--- src/rtl/pipe_stall_ctrl_pkg.sv ---
// Shared encodings and control-pattern constants for the pipeline sequencer.
package pipe_stall_ctrl_pkg;

    localparam logic [2:0] ST_RUN       = 3'd0;
    localparam logic [2:0] ST_IMEM_WAIT = 3'd1;
    localparam logic [2:0] ST_DMEM_WAIT = 3'd2;
    localparam logic [2:0] ST_FLUSH     = 3'd3;
    localparam logic [2:0] ST_HALT      = 3'd4;

    typedef enum logic [2:0] {
        StRun      = ST_RUN,
        StImemWait = ST_IMEM_WAIT,
        StDmemWait = ST_DMEM_WAIT,
        StFlush    = ST_FLUSH,
        StHalt     = ST_HALT
    } state_e;

    localparam logic [15:0] NOP_INSTR = 16'b0000100000000000;

    typedef struct packed {
        logic pc_we;
        logic if_id_en;
        logic if_id_flush;
        logic id_ex_bubble;
        logic back_en;
    } pipe_ctrl_t;

    localparam pipe_ctrl_t CTRL_RUN      = pipe_ctrl_t'(5'b11001);
    localparam pipe_ctrl_t CTRL_FREEZE   = pipe_ctrl_t'(5'b00000);
    localparam pipe_ctrl_t CTRL_RESET    = pipe_ctrl_t'(5'b01111);
    localparam pipe_ctrl_t CTRL_IMEM     = pipe_ctrl_t'(5'b01101);
    localparam pipe_ctrl_t CTRL_LOAD_USE = pipe_ctrl_t'(5'b00011);
    localparam pipe_ctrl_t CTRL_REDIRECT = pipe_ctrl_t'(5'b11101);

endpackage

--- src/rtl/pipe_stall_ctrl_watchdog.sv ---
// Saturating count of consecutive non-advancing cycles with a sticky limit flag.
module stall_watchdog #(
    parameter int unsigned STALL_CNT_W    = 8,
    parameter int unsigned WATCHDOG_LIMIT = 255
) (
    input  logic                   clk_i,
    input  logic                   rst_ni,
    input  logic                   pc_we_i,
    input  logic                   halt_state_i,
    output logic [STALL_CNT_W-1:0] stall_cnt_o,
    output logic                   watchdog_err_o
);

    logic [STALL_CNT_W-1:0] cnt_q, cnt_d;
    logic                   err_q, err_d;

    always_comb begin
        cnt_d = cnt_q;
        if (pc_we_i) begin
            cnt_d = '0;
        end else if (!halt_state_i && (cnt_q != '1)) begin
            cnt_d = cnt_q + 1'b1;
        end
        err_d = err_q | (cnt_d == STALL_CNT_W'(WATCHDOG_LIMIT));
    end

    always_ff @(posedge clk_i) begin
        if (!rst_ni) begin
            cnt_q <= '0;
            err_q <= 1'b0;
        end else begin
            cnt_q <= cnt_d;
            err_q <= err_d;
        end
    end

    assign stall_cnt_o    = cnt_q;
    assign watchdog_err_o = err_q;

endmodule

--- src/rtl/pipe_stall_ctrl.sv ---
// Pipeline sequencer: folds halt, data/instr stalls, redirects and load-use into one control set.
module pipe_stall_ctrl
    import pipe_stall_ctrl_pkg::*;
#(
    parameter int unsigned FLUSH_CYCLES   = 1,
    parameter int unsigned STALL_CNT_W    = 8,
    parameter int unsigned WATCHDOG_LIMIT = 255
) (
    input  logic                   clk_i,
    input  logic                   rst_ni,
    input  logic                   imem_stall_i,
    input  logic                   dmem_stall_i,
    input  logic                   redirect_i,
    input  logic                   load_use_i,
    input  logic                   halt_in_i,
    output logic                   pc_we_o,
    output logic                   if_id_en_o,
    output logic                   if_id_flush_o,
    output logic                   id_ex_bubble_o,
    output logic                   back_en_o,
    output logic                   halted_o,
    output logic [STALL_CNT_W-1:0] stall_cnt_o,
    output logic                   watchdog_err_o
);

    state_e     state_q, state_d;
    logic       pend_q, pend_d;
    logic [2:0] flush_cnt_q, flush_cnt_d;
    logic       halted_q, halted_d;
    pipe_ctrl_t ctrl;

    always_comb begin
        ctrl        = CTRL_RUN;
        state_d     = state_q;
        pend_d      = pend_q;
        flush_cnt_d = flush_cnt_q;
        halted_d    = halted_q;
        if (!rst_ni) begin
            ctrl = CTRL_RESET;
        end else if (state_q == StHalt || halt_in_i) begin
            ctrl     = CTRL_FREEZE;
            state_d  = StHalt;
            halted_d = 1'b1;
        end else if (dmem_stall_i) begin
            ctrl    = CTRL_FREEZE;
            state_d = StDmemWait;
            pend_d  = pend_q | redirect_i;
        end else if (state_q == StImemWait && imem_stall_i) begin
            // Target is written now; the fetch still in flight belongs to the old path.
            ctrl       = CTRL_IMEM;
            ctrl.pc_we = redirect_i;
            pend_d     = pend_q | redirect_i;
        end else if (redirect_i || (pend_q && state_q != StImemWait)) begin
            ctrl        = CTRL_REDIRECT;
            pend_d      = 1'b0;
            flush_cnt_d = 3'(FLUSH_CYCLES - 1);
            state_d     = (FLUSH_CYCLES > 1) ? StFlush : StRun;
        end else if (state_q == StImemWait && pend_q) begin
            // Stale instruction returned; drop it and fetch the captured target next.
            ctrl    = CTRL_IMEM;
            pend_d  = 1'b0;
            state_d = StRun;
        end else if (imem_stall_i) begin
            ctrl        = CTRL_IMEM;
            flush_cnt_d = 3'd0;
            state_d     = StImemWait;
        end else if (state_q == StFlush) begin
            ctrl        = CTRL_REDIRECT;
            flush_cnt_d = (flush_cnt_q == 3'd0) ? 3'd0 : flush_cnt_q - 3'd1;
            state_d     = (flush_cnt_q <= 3'd1) ? StRun : StFlush;
        end else if (load_use_i) begin
            ctrl    = CTRL_LOAD_USE;
            state_d = StRun;
        end else begin
            state_d = StRun;
        end
    end

    always_ff @(posedge clk_i) begin
        if (!rst_ni) begin
            state_q     <= StRun;
            pend_q      <= 1'b0;
            flush_cnt_q <= 3'd0;
            halted_q    <= 1'b0;
        end else begin
            state_q     <= state_d;
            pend_q      <= pend_d;
            flush_cnt_q <= flush_cnt_d;
            halted_q    <= halted_d;
        end
    end

    stall_watchdog #(
        .STALL_CNT_W   (STALL_CNT_W),
        .WATCHDOG_LIMIT(WATCHDOG_LIMIT)
    ) u_stall_watchdog (
        .clk_i         (clk_i),
        .rst_ni        (rst_ni),
        .pc_we_i       (ctrl.pc_we),
        .halt_state_i  (state_q == StHalt),
        .stall_cnt_o   (stall_cnt_o),
        .watchdog_err_o(watchdog_err_o)
    );

    assign pc_we_o        = ctrl.pc_we;
    assign if_id_en_o     = ctrl.if_id_en;
    assign if_id_flush_o  = ctrl.if_id_flush;
    assign id_ex_bubble_o = ctrl.id_ex_bubble;
    assign back_en_o      = ctrl.back_en;
    assign halted_o       = halted_q;

endmodule
--- config.mk ---
export PLATFORM = sky130hd
export DESIGN_NAME = pipe_stall_ctrl
export DESIGN_NICKNAME = d
export VERILOG_FILES = /design/src/rtl/pipe_stall_ctrl_pkg.sv /design/src/rtl/pipe_stall_ctrl_watchdog.sv /design/src/rtl/pipe_stall_ctrl.sv
export SDC_FILE = /design/constraint.sdc
export NUM_CORES = 1
export LEC_CHECK = 0
export ABC_AREA = 0
export CORE_MARGIN = 5
export CORE_UTILIZATION = 30
export DETAILED_ROUTE_END_ITERATION = 10
export PLACE_DENSITY = 0.49
export SYNTH_ARGS = -nofsm -noshare
export SYNTH_HDL_FRONTEND = slang
export SYNTH_SLANG_ARGS = --single-unit
--- constraint.sdc ---
create_clock -name clk_i -period 2.67 [get_ports clk_i]
set_input_delay 0.6675 -clock clk_i [delete_from_list [all_inputs] [get_ports clk_i]]
set_output_delay 0.6675 -clock clk_i [all_outputs]
set_load 0.005 [all_outputs]
== Yosys cells after proc, flatten, opt, wreduce, memory -nomap -nowiden ==
Index checks and enable logic that the tools add are counted.
Word-level totals
  bits in registers: 17
  latch bits: 0
  bits in writable memories: 0
  memory bits (read-only): 0
  input bits: 7
  output and inout bits: 15
  logic and storage cells: 68
  memories kept: 0
Operators by class
  add/sub/neg operators: 2
  multiply operators: 0
  div/mod/pow operators: 0
  $lt $le $gt $ge: 1
  equality and inequality tests: 9
  shifts and indexed selects: 0
  multiplexer cells: 28
  bitwise gates (word level): 6
  reduce and logical (&&, ||, !) cells: 14
Operator list (count)
  $mux W5: 9
  $mux W3: 8
  $mux W8: 2
  $mux W2: 5
  $add A8 B1 Y8 const B: 1
  $eq A8 B8 Y1 const B: 1
  $ne A8 B8 Y1 const B: 1
  $reduce_and A5 Y1: 1
  $logic_and A1 B1 Y1: 4
  $mux W1: 4
  $ne A2 B2 Y1 const B: 2
  $not A1 Y1: 4
  $reduce_bool A4 Y1: 1
  $eq A3 B1 Y1 const B: 1
  $eq A3 B2 Y1 const B: 1
  $eq A3 B3 Y1 const B: 1
  $le A3 B1 Y1 const B: 1
  $logic_not A3 Y1: 1
  $ne A3 B1 Y1 const B: 1
  $ne A3 B3 Y1 const B: 1
  $reduce_bool A3 Y1: 1
  $reduce_or A3 Y1: 1
  $sub A3 B1 Y3 const B: 1
  $logic_or A1 B1 Y1: 2
  other kinds (4): 5

== Longest topological paths before layout ==
Gate-level depths: netlist of the first run.
  depth in word-level cells: 12
  gate-level depth with buffers: 6
  gate-level depth less buffers: 6

== By module ==
A second synthesis of the first run with hierarchy kept.
Second synthesis, totals
  cell total of the unflattened synthesis: 120
  area total of the unflattened synthesis: 1041.0 um^2
Modules (own cells, without submodules)
  stall_watchdog: instances 1, cells an instance 61, area an instance 539.3 um^2, sequential area each 180.2 um^2
  pipe_stall_ctrl: instances 1, cells an instance 59, area an instance 501.7 um^2, sequential area each 160.2 um^2

== Worst setup path before layout of the first run ==
Ideal clock, no wire load.
  path type: input to output
  start point: input port redirect_i
  end point: output port if_id_en_o
  arrival time: 1.494 ns
  slack: 0.508 ns
  stages: 4
  buffers on the path: 0
  path through: or3_1 a21oi_1 nand2_1 a31o_1
Between the ends
  cells in the longest elaborated chain, start to end: 6
Ends and longest elaborated chain
  start: declaration: line pipe_stall_ctrl.sv:13  | input logic redirect_i,
  $logic_or A1 B1 Y1: line pipe_stall_ctrl.sv:53  | end else if (redirect_i || (pend_q && state_q != StImemWait)) begin
  $mux W5: line pipe_stall_ctrl.sv:53
  $mux W5: line pipe_stall_ctrl.sv:48  | end else if (state_q == StImemWait && imem_stall_i) begin
  $mux W5: line pipe_stall_ctrl.sv:44  | end else if (dmem_stall_i) begin
  $mux W5: line pipe_stall_ctrl.sv:40  | end else if (state_q == StHalt || halt_in_i) begin
  $mux W5: line pipe_stall_ctrl.sv:38  | if (!rst_ni) begin
  end: declaration: line pipe_stall_ctrl.sv:17  | output logic if_id_en_o,
No other way between the ends.

== Worst setup path in the final report of the first run ==
  start point: input port imem_stall_i
  end point: output port if_id_en_o
Between the ends
  cells in the longest elaborated chain, start to end: 7
  elaborated cells between the ends (all ways): 8
  classes of those cells: 7 x mux; 1 x reduce/logical
Ends and longest elaborated chain
  start: declaration: line pipe_stall_ctrl.sv:11  | input logic imem_stall_i,
  $mux W5: line pipe_stall_ctrl.sv:63  | end else if (imem_stall_i) begin
  $mux W5: line pipe_stall_ctrl.sv:58  | end else if (state_q == StImemWait && pend_q) begin
  $mux W5: line pipe_stall_ctrl.sv:53
  $mux W5 *: line pipe_stall_ctrl.sv:48
  $mux W5 *: line pipe_stall_ctrl.sv:44
  $mux W5 *: line pipe_stall_ctrl.sv:40
  $mux W5 *: line pipe_stall_ctrl.sv:38
Every way passes the cells marked *; elsewhere a longest branch is shown, timed or not.

==> results of run 1 <==
registers in the layout, indices dropped and copies added (netlist names):
name,cells
flush_cnt_q,3
halted_o,1
u_stall_watchdog.watchdog_err_o,1
pend_q,1
u_stall_watchdog.stall_cnt_o,8
state_q,3
cell usage after synthesis (2+ instances only):
cell	number	area, um^2
xnor2_1	2	17.5
nand2b_1	2	12.5
or3b_1	2	17.5
mux2i_1	3	30.0
ha_1	3	37.5
o211ai_1	2	15.0
nand4_1	2	12.5
nor3b_1	2	15.0
nor2b_1	2	12.5
nor2_1	14	52.6
nor3_1	5	25.0
nand3_1	8	40.0
nand2_1	6	22.5
o21ai_1	4	20.0
and2_1	2	12.5
a21oi_1	9	45.0
inv_1	3	11.3
o21ai_0	3	15.0
dfxtp_1	17	340
and3_1	3	18.8
power by group:
group          total (W)  internal [W]  switching [W]
combinational   0.000108     0.0000606      0.0000478
clock           0.000138     0.0000557      0.0000819
sequential      0.000273      0.000262      0.0000107
total           0.000519      0.000379       0.000140
critical path: stages:
cell,delay (ns)
dlygate4sd2_1,0.24
or3_4,0.37
a21oi_2,0.12
nand2_1,0.08
a31o_1,0.21
clkdlybuf4s15_1,0.20
metal layers:
| layer | up-vias | GRT usage |
|---|---|---|
| met5 | - | 0 |
| met4 | 0 | 0.0633 |
| met3 | 4 | 0.0250 |
| met2 | 18 | 0.217 |
| met1 | 444 | 0.140 |
| li1 | 514 | - |
timing repair:
| action | in CTS | in global routing |
|---|---|---|
| buffers inserted | 2 | 0 |
| resized for setup | 10 | 4 |
| pin swaps | 6 | 2 |
| gates cloned | 0 | 0 |
| endpoints found under the setup margin | 5 | 2 |
| hold buffers | 0 | 0 |
layout make-up:
class	count	area, um^2
Clock buffer	3	22.5
Tap cell	44	55.1
Sequential cell	17	340
Clock inverter	1	5.00
Timing Repair Buffer	39	338
Fill cell	355	1700
Inverter	3	11.3
Multi-Input combinational cell	95	633
worst max-delay path by stage:
stage	start	end	slack [ns]	cells past startpoint
after global placement	redirect_i	if_id_en_o	-0.35	6
after global routing	halt_in_i	pc_we_o	0.05	6
final	imem_stall_i	if_id_en_o	0.1	6
after floorplan	redirect_i	if_id_en_o	0.51	4
after CTS	imem_stall_i	if_id_en_o	0.03	6
after detailed placement	redirect_i	if_id_en_o	-0.39	6
cells by family after synthesis:
| kind of cell | Yosys count | synth area share |
|---|---|---|
| AO/OA/AOI/OAI | 26 | 0.169 |
| XOR/XNOR | 3 | 0.0268 |
| adder cells (fa/ha/maj) | 3 | 0.0383 |
| buffers and inverters | 5 | 0.0268 |
| flip-flops | 17 | 0.347 |
| multiplexers | 4 | 0.0460 |
| AND/OR/NAND/NOR | 59 | 0.346 |
stage by stage:
step                      setup slack, ns  std cells  TNS, ns  utilization
after floorplan                     0.508        117        0            -
after global placement             -0.350        196    -1.28        0.435
after detailed placement           -0.386        196    -1.39        0.435
after CTS                          0.0311        202        0        0.450
after global routing               0.0460        202        0        0.453
final                              0.0990        202        0        0.453
==> impl_metrics.ini, run 1 <==
[hold_path]
worstHoldStart = u_stall_watchdog.watchdog_err_o$_SDFF_PN0_
hold_end = u_stall_watchdog.watchdog_err_o$_SDFF_PN0_
hold_depth = 1
min-delay-path-class = flop to flop

[finish]
layout-drive-gt1-share = 0.222
final_cell_mix = buf_4, dfxtp_1, clkdlybuf4s50_1, nor2_1, nand3_1
stdcell_area_um2 = 1410
antenna_cells = 0
syn_to_final_growth_pct = 43.4
nets = 169
final_common_cell = buf_4

[synth]
syn_area_um2 = 980
synth-edff-count = 0
ys_ff_latch = 17
synth_area_per_cell_um2 = 8.37
ys_seq_area_frac = 0.347
synth-main-ff-cell = dfxtp_1
synthCells = 117
synth.distinct_cells = 43
synthesis.nets = 127
yosys_warnings = 0
async_reset_ff_frac = 0

[global_route]
grt_pass1_vias = 997
overflow = 0
grt_pass1_wl_um = 4280
grt_usage = 0.123
grt_antenna_before_repair = 0
grt_max_degree = 11

[run]
drv_cap = 0

[timing]
hold_viol_final = 0
drv_slew = 0
hold_slack_ns = 0.477
tightest_slew_ns = 0.393
finalSetupViolCount = 0
fmax_mhz = 389
slew_headroom = 0.737
rsz0062_at_grt = false
period_share = 0.963
period_needed_ns = 2.57
finClkSkew_ns = 0.00516

[clock_network]
tritoncts = yes
cts.sinks = 17
clk_path_buf_depth = 2
cts_inserted_buffers = 3
cts_root_buf = clkbuf_4
clkTransAtPathRegs_ns = 0.10
cts_htree_levels = 1
insertion_delay_ns = 0.29

[pwr]
vdd_drop_max_mv = 0.187
power_leakage_nw = 0.574
power.total_w = 0.000519
cellPowerDensity_nw_per_um2 = 369

[detailed_routing]
drt-initial-drc-count = 27
wl_per_cell_um = 12.0
met2_length_um = 1190
top_layer_used = met4
wirelength_um = 2430
vias = 980
wl_met3_um = 90
detail_route.vias_per_cell = 4.85
first_pass_iters = 3
drcViolationCount = 0
wl_met1_um = 1110
antenna_left = 0

[place]
gp_congestion = 0.845
dp_hpwl_um = 1890
dpl_cell_area_um2 = 1350
portBuffers = 21

[worst_setup_path]
reg2reg_depth = 6
crit_fanout = 2
rrSetupSlack_ns = 0.69
timing.rr.end = flush_cnt_q[0]$_SDFFE_PN0P_
required_ns = 2.00
timing.rr.start = state_q[0]$_SDFFE_PP0N_
worstSetupStartpointType = input port
crit_type = input port to output port
worstPathArrival_ns = 1.90
cp-end-kind = output port

[floorplanning]
core_um2 = 3100
num_rows = 20
die-height_um = 67.1
start_util = 0.316
die_area_um2 = 4510
die_w_um = 67.1
io_pins = 22

[run_status]
status = finished clean
(Power assumes the default switching activity.)
==> inputs of run 2 (changes only) <==
--- a/config.mk
+++ b/config.mk
@@ -6,10 +6,11 @@
 export NUM_CORES = 1
 export LEC_CHECK = 0
 export ABC_AREA = 0
-export CORE_MARGIN = 5
+export CORE_MARGIN = 4
 export CORE_UTILIZATION = 30
 export DETAILED_ROUTE_END_ITERATION = 10
 export PLACE_DENSITY = 0.49
+export SLEW_MARGIN = 10
 export SYNTH_ARGS = -nofsm -noshare
 export SYNTH_HDL_FRONTEND = slang
 export SYNTH_SLANG_ARGS = --single-unit
==> run 2 against run 1 <==
Effect of this change: combinational power is essentially flat; sequential share of layout area grew 0.26 points; routed wire length grew 6.5%; final cell count shrank 2.0%; worst hold slack gained 0.012 ns; sequential cell count is the same; core utilization shrank 0.12 points; highest routed layer unchanged.
==> impl_metrics.ini, run 2 (synthesized netlist as in run 1, its figures left out) <==
[global_route]
overflow = 0
grt_pass1_vias = 950
grt_antenna_before_repair = 0
grt_pass1_wl_um = 4390
grt_usage = 0.133
grt_max_degree = 11

[finish]
stdcell_area_um2 = 1390
antenna_cells = 0
regArea_um2 = 340
fin_cells = 198
final_cell_mix = dfxtp_1, clkdlybuf4s50_1, buf_4, nor2_1, nand3_1
final_common_cell = dfxtp_1
nets = 165
multi_input_area_um2 = 643
nFillCells = 328
syn_to_final_growth_pct = 41.9
layout-drive-gt1-share = 0.201
largest_reg_flops = 8

[timing]
hold_viol_final = 0
finalSetupViolCount = 0
hold_slack_ns = 0.488
slew_headroom = 0.723
rsz0062_at_grt = false
tightest_slew_ns = 0.413
period_needed_ns = 2.61
drv_slew = 0
fmax_mhz = 383
period_share = 0.979
finClkSkew_ns = 0.00317

[clock_network]
cts_inserted_buffers = 3
cts_htree_levels = 1
cts_root_buf = clkbuf_4
ctsHoldBuffers = 0
cts.sinks = 17
clkTransAtPathRegs_ns = 0.10
tritoncts = yes
clk_path_buf_depth = 2
insertion_delay_ns = 0.29

[detailed_routing]
wl_per_cell_um = 13.1
drcViolationCount = 0
drt-initial-drc-count = 28
antenna_left = 0
first_pass_iters = 4
vias = 968
detail_route.vias_per_cell = 4.89
wirelength_um = 2590

[worst_setup_path]
timing.rr.end = flush_cnt_q[0]$_SDFFE_PN0P_
rrSetupSlack_ns = 0.58
worstPathArrival_ns = 1.95
required_ns = 2.00
critPathLaunch = redirect_i
cp-end-kind = output port
crit_fanout = 2
timing.rr.start = state_q[1]$_SDFFE_PP0P_
crit_type = input port to output port
reg2reg_depth = 6
path_cells = dlygate4sd2_1 -> or3_4 -> a21oi_4 -> nand2_2 -> a31o_1 -> clkdlybuf4s15_1
crit_end = if_id_en_o
worstSetupStartpointType = input port
crit_slowest_cell = or3_4
cpPeakStageDelay_ns = 0.39

[floorplanning]
io_pins = 22
start_util = 0.318
num_rows = 20
die-height_um = 65.1
die_w_um = 65.1
die_area_um2 = 4240
core_um2 = 3080

[run_status]
status = finished clean

[place]
dp_hpwl_um = 1980
dp.cells = 192
gp_congestion = 0.769
portBuffers = 21
dpl_cell_area_um2 = 1320

[pwr]
power_leakage_nw = 0.563
vdd_drop_max_mv = 0.211
cellPowerDensity_nw_per_um2 = 376

[run]
drv_cap = 0

[hold_path]
min-delay-path-class = flop to flop
## run 2: worst max-delay path, delay by kind of cell
kind	cells	cell delay [ns]
buffers and inverters	2	0.44
AND/OR/NAND/NOR	2	0.47
AO/OA/AOI/OAI	2	0.36
## run 2: final cells by class
type,count,area share
Clock buffer,3,0.0162
Clock inverter,1,0.00360
Inverter,3,0.00810
Multi-Input combinational cell,95,0.463
Sequential cell,17,0.245
Tap cell,44,0.0396
Timing Repair Buffer,35,0.225
## run 2: worst min path at each step
| stage | start | endpoint | slack [ns] | depth (start not counted) |
|---|---|---|---|---|
| 4_1_cts | flush_cnt_q[0]$_SDFFE_PN0P_ | flush_cnt_q[0]$_SDFFE_PN0P_ | 0.50 | 2 |
| 3_5_place_dp | u_stall_watchdog.watchdog_err_o$_SDFF_PN0_ | u_stall_watchdog.watchdog_err_o$_SDFF_PN0_ | 0.47 | 1 |
| 2_1_floorplan | flush_cnt_q[0]$_SDFFE_PN0P_ | flush_cnt_q[0]$_SDFFE_PN0P_ | 0.44 | 2 |
| 5_1_grt | flush_cnt_q[0]$_SDFFE_PN0P_ | flush_cnt_q[0]$_SDFFE_PN0P_ | 0.53 | 2 |
| 6_report | flush_cnt_q[0]$_SDFFE_PN0P_ | flush_cnt_q[0]$_SDFFE_PN0P_ | 0.49 | 2 |
| 3_3_place_gp | halted_o$_SDFFE_PN0P_ | halted_o$_SDFFE_PN0P_ | 0.46 | 2 |
## run 2: power by group
group	total (W)	internal, W	leakage [nW]	switching, W
clock	0.000142	0.0000558	0.0177	0.0000857
sequential	0.000274	0.000262	0.138	0.0000121
combinational	0.000107	0.0000586	0.407	0.0000484
## run 2: metrics by stage
| stage | utilization | setup WS [ns] | power (W) | TNS (ns) |
|---|---|---|---|---|
| after floorplan | - | 0.508 | 0.000326 | 0 |
| after global placement | 0.429 | -0.412 | 0.000382 | -1.32 |
| after detailed placement | 0.429 | -0.412 | 0.000383 | -1.31 |
| after CTS | 0.444 | 0.0101 | 0.000525 | 0 |
| after global routing | 0.452 | 0.0118 | 0.000551 | 0 |
| final | 0.452 | 0.0569 | 0.000523 | 0 |
## run 2: routing by layer
metal	vias to the layer above	routed length, um	track usage
met1	447	1240	0.168
met2	16	1240	0.227
li1	501	-	-
met3	4	72	0.0222
met4	0	29	0.0466
met5	-	0	0
## run 2: repair_timing
action / in CTS / in global routing
buffers inserted: 2 / 0
resized for setup: 9 / 7
hold endpoints to repair: 0 / 0
pin swaps: 3 / 3
endpoints found under the setup margin: 5 / 3
==> patch: new RTL, settings of run 1 <==
`STALL_CNT_W` is set to 8 in 2 places; all go to 10.
--- a/src/rtl/pipe_stall_ctrl_watchdog.sv
+++ b/src/rtl/pipe_stall_ctrl_watchdog.sv
@@ -2,3 +2,3 @@
 module stall_watchdog #(
-    parameter int unsigned STALL_CNT_W    = 8,
+    parameter int unsigned STALL_CNT_W    = 10,
     parameter int unsigned WATCHDOG_LIMIT = 255
--- a/src/rtl/pipe_stall_ctrl.sv
+++ b/src/rtl/pipe_stall_ctrl.sv
@@ -5,3 +5,3 @@
     parameter int unsigned FLUSH_CYCLES   = 1,
-    parameter int unsigned STALL_CNT_W    = 8,
+    parameter int unsigned STALL_CNT_W    = 10,
     parameter int unsigned WATCHDOG_LIMIT = 255
Interface: changed (resized stall_cnt_o); port bits go from 22 to 24. No check against the original RTL was run, so the function may have changed too.
==> patch against run 1 <==
  * Count of clock-buffer cells in the layout did not move
  * Design area rose by 13%
  * Sequential share of layout area fell by 0.21 points
  * Wire length rose by 21%
  * Clock power rose by 45%
  * Sequential cell count rose by 2
  * Register-to-register slack got worse by 0.02 ns
  * Maximum frequency barely moved
  * Worst setup slack got worse by 0.00097 ns
  * Critical path depth rose by 1
  * Synthesized area rose by 16%
  * Power rose by 22%
  * Critical path type unchanged
  * Largest power group unchanged
  * Highest routed layer unchanged
==> patch: results <==
group,metric,value,unit
synth,syn_inst,140,
route,wl_per_cell,12.9,um
grt,grt_util_met3,0.0281,
setup_path,critical-path-max-stage-delay,0.42,ns
synth,synthAdderAreaFrac,0.0330,
grt,globalRouteMet1Util,0.134,
clock_tree,cts_resized,17,
synth,synthMuxAreaShare,0.00881,
synth,synthTopCellsByArea,"dfxtp_1 33%, nand2_1 6.6%, nor2_1 5.9%",
grt,grt_pass1_vias,1148,
synth,yosys.cell_types.count,47,
route,wl,2930,um
outcome,status,"finished clean",
final_layout,nets,190,
setup_path,slowest_stage,"clkdlybuf4s50_1",
final_layout,drive_gt1_frac,0.190,
route,drt-met1-wl,1310,um
route,dr_wl_met3,127,um
placement,place_ws,-0.386,ns
route,viasPerCell,5.07,
placement,place_area,1510,um^2
placement,post-place-cells,221,
power,clk-power,200,uW
clock_tree,clk_pin_slew,0.07,ns
grt,grt_pass1_wl,5000,um
synth,synth-compound-area-share,0.215,
grt,grt_max_degree,13,
power,power,631,uW
route,drt_iter0_drc,76,
placement,place.gp.congestion,0.800,
synth,synthXorXnorAreaFrac,0.0617,
placement,hpwl,2250,um
power,cellLeakagePower,0.623,nW
grt,grtUsageTotal,0.119,
synth,syn_nets,150,
clock_tree,cts-root-buf,"clkbuf_8",
==> patch: cell types whose count changed in the layout (fill, tap and decap cells not counted), moves of 4 or more <==
cell / run 1 / this run
nand2_1: 6 / 20
nand3_1: 8 / 2
nor2_1: 13 / 18
o21ai_1: 5 / 0
nor3_1: 5 / 1
xor2_1: 1 / 5
==> patch: cell type report <==
class,instances,area [um^2],area share
multi-input combinational,111,734,0.464
sequential,19,380,0.240
timing repair buffer,39,338,0.213
tap,48,60.1,0.0379
clock buffer,3,41.3,0.0261
inverter,6,22.5,0.0142
clock inverter,1,7.51,0.00474
==> patch: worst paths after layout <==
check | end | slack [ns] | depth (start not counted)
worst max-delay path | id_ex_bubble_o | 0.1 | 7
worst min register to register | u_stall_watchdog.watchdog_err_o$_SDFF_PN0_ | 0.46 | 2
worst max register to register | u_stall_watchdog.watchdog_err_o$_SDFF_PN0_ | 0.67 | 6
worst min-delay path | u_stall_watchdog.watchdog_err_o$_SDFF_PN0_ | 0.46 | 2
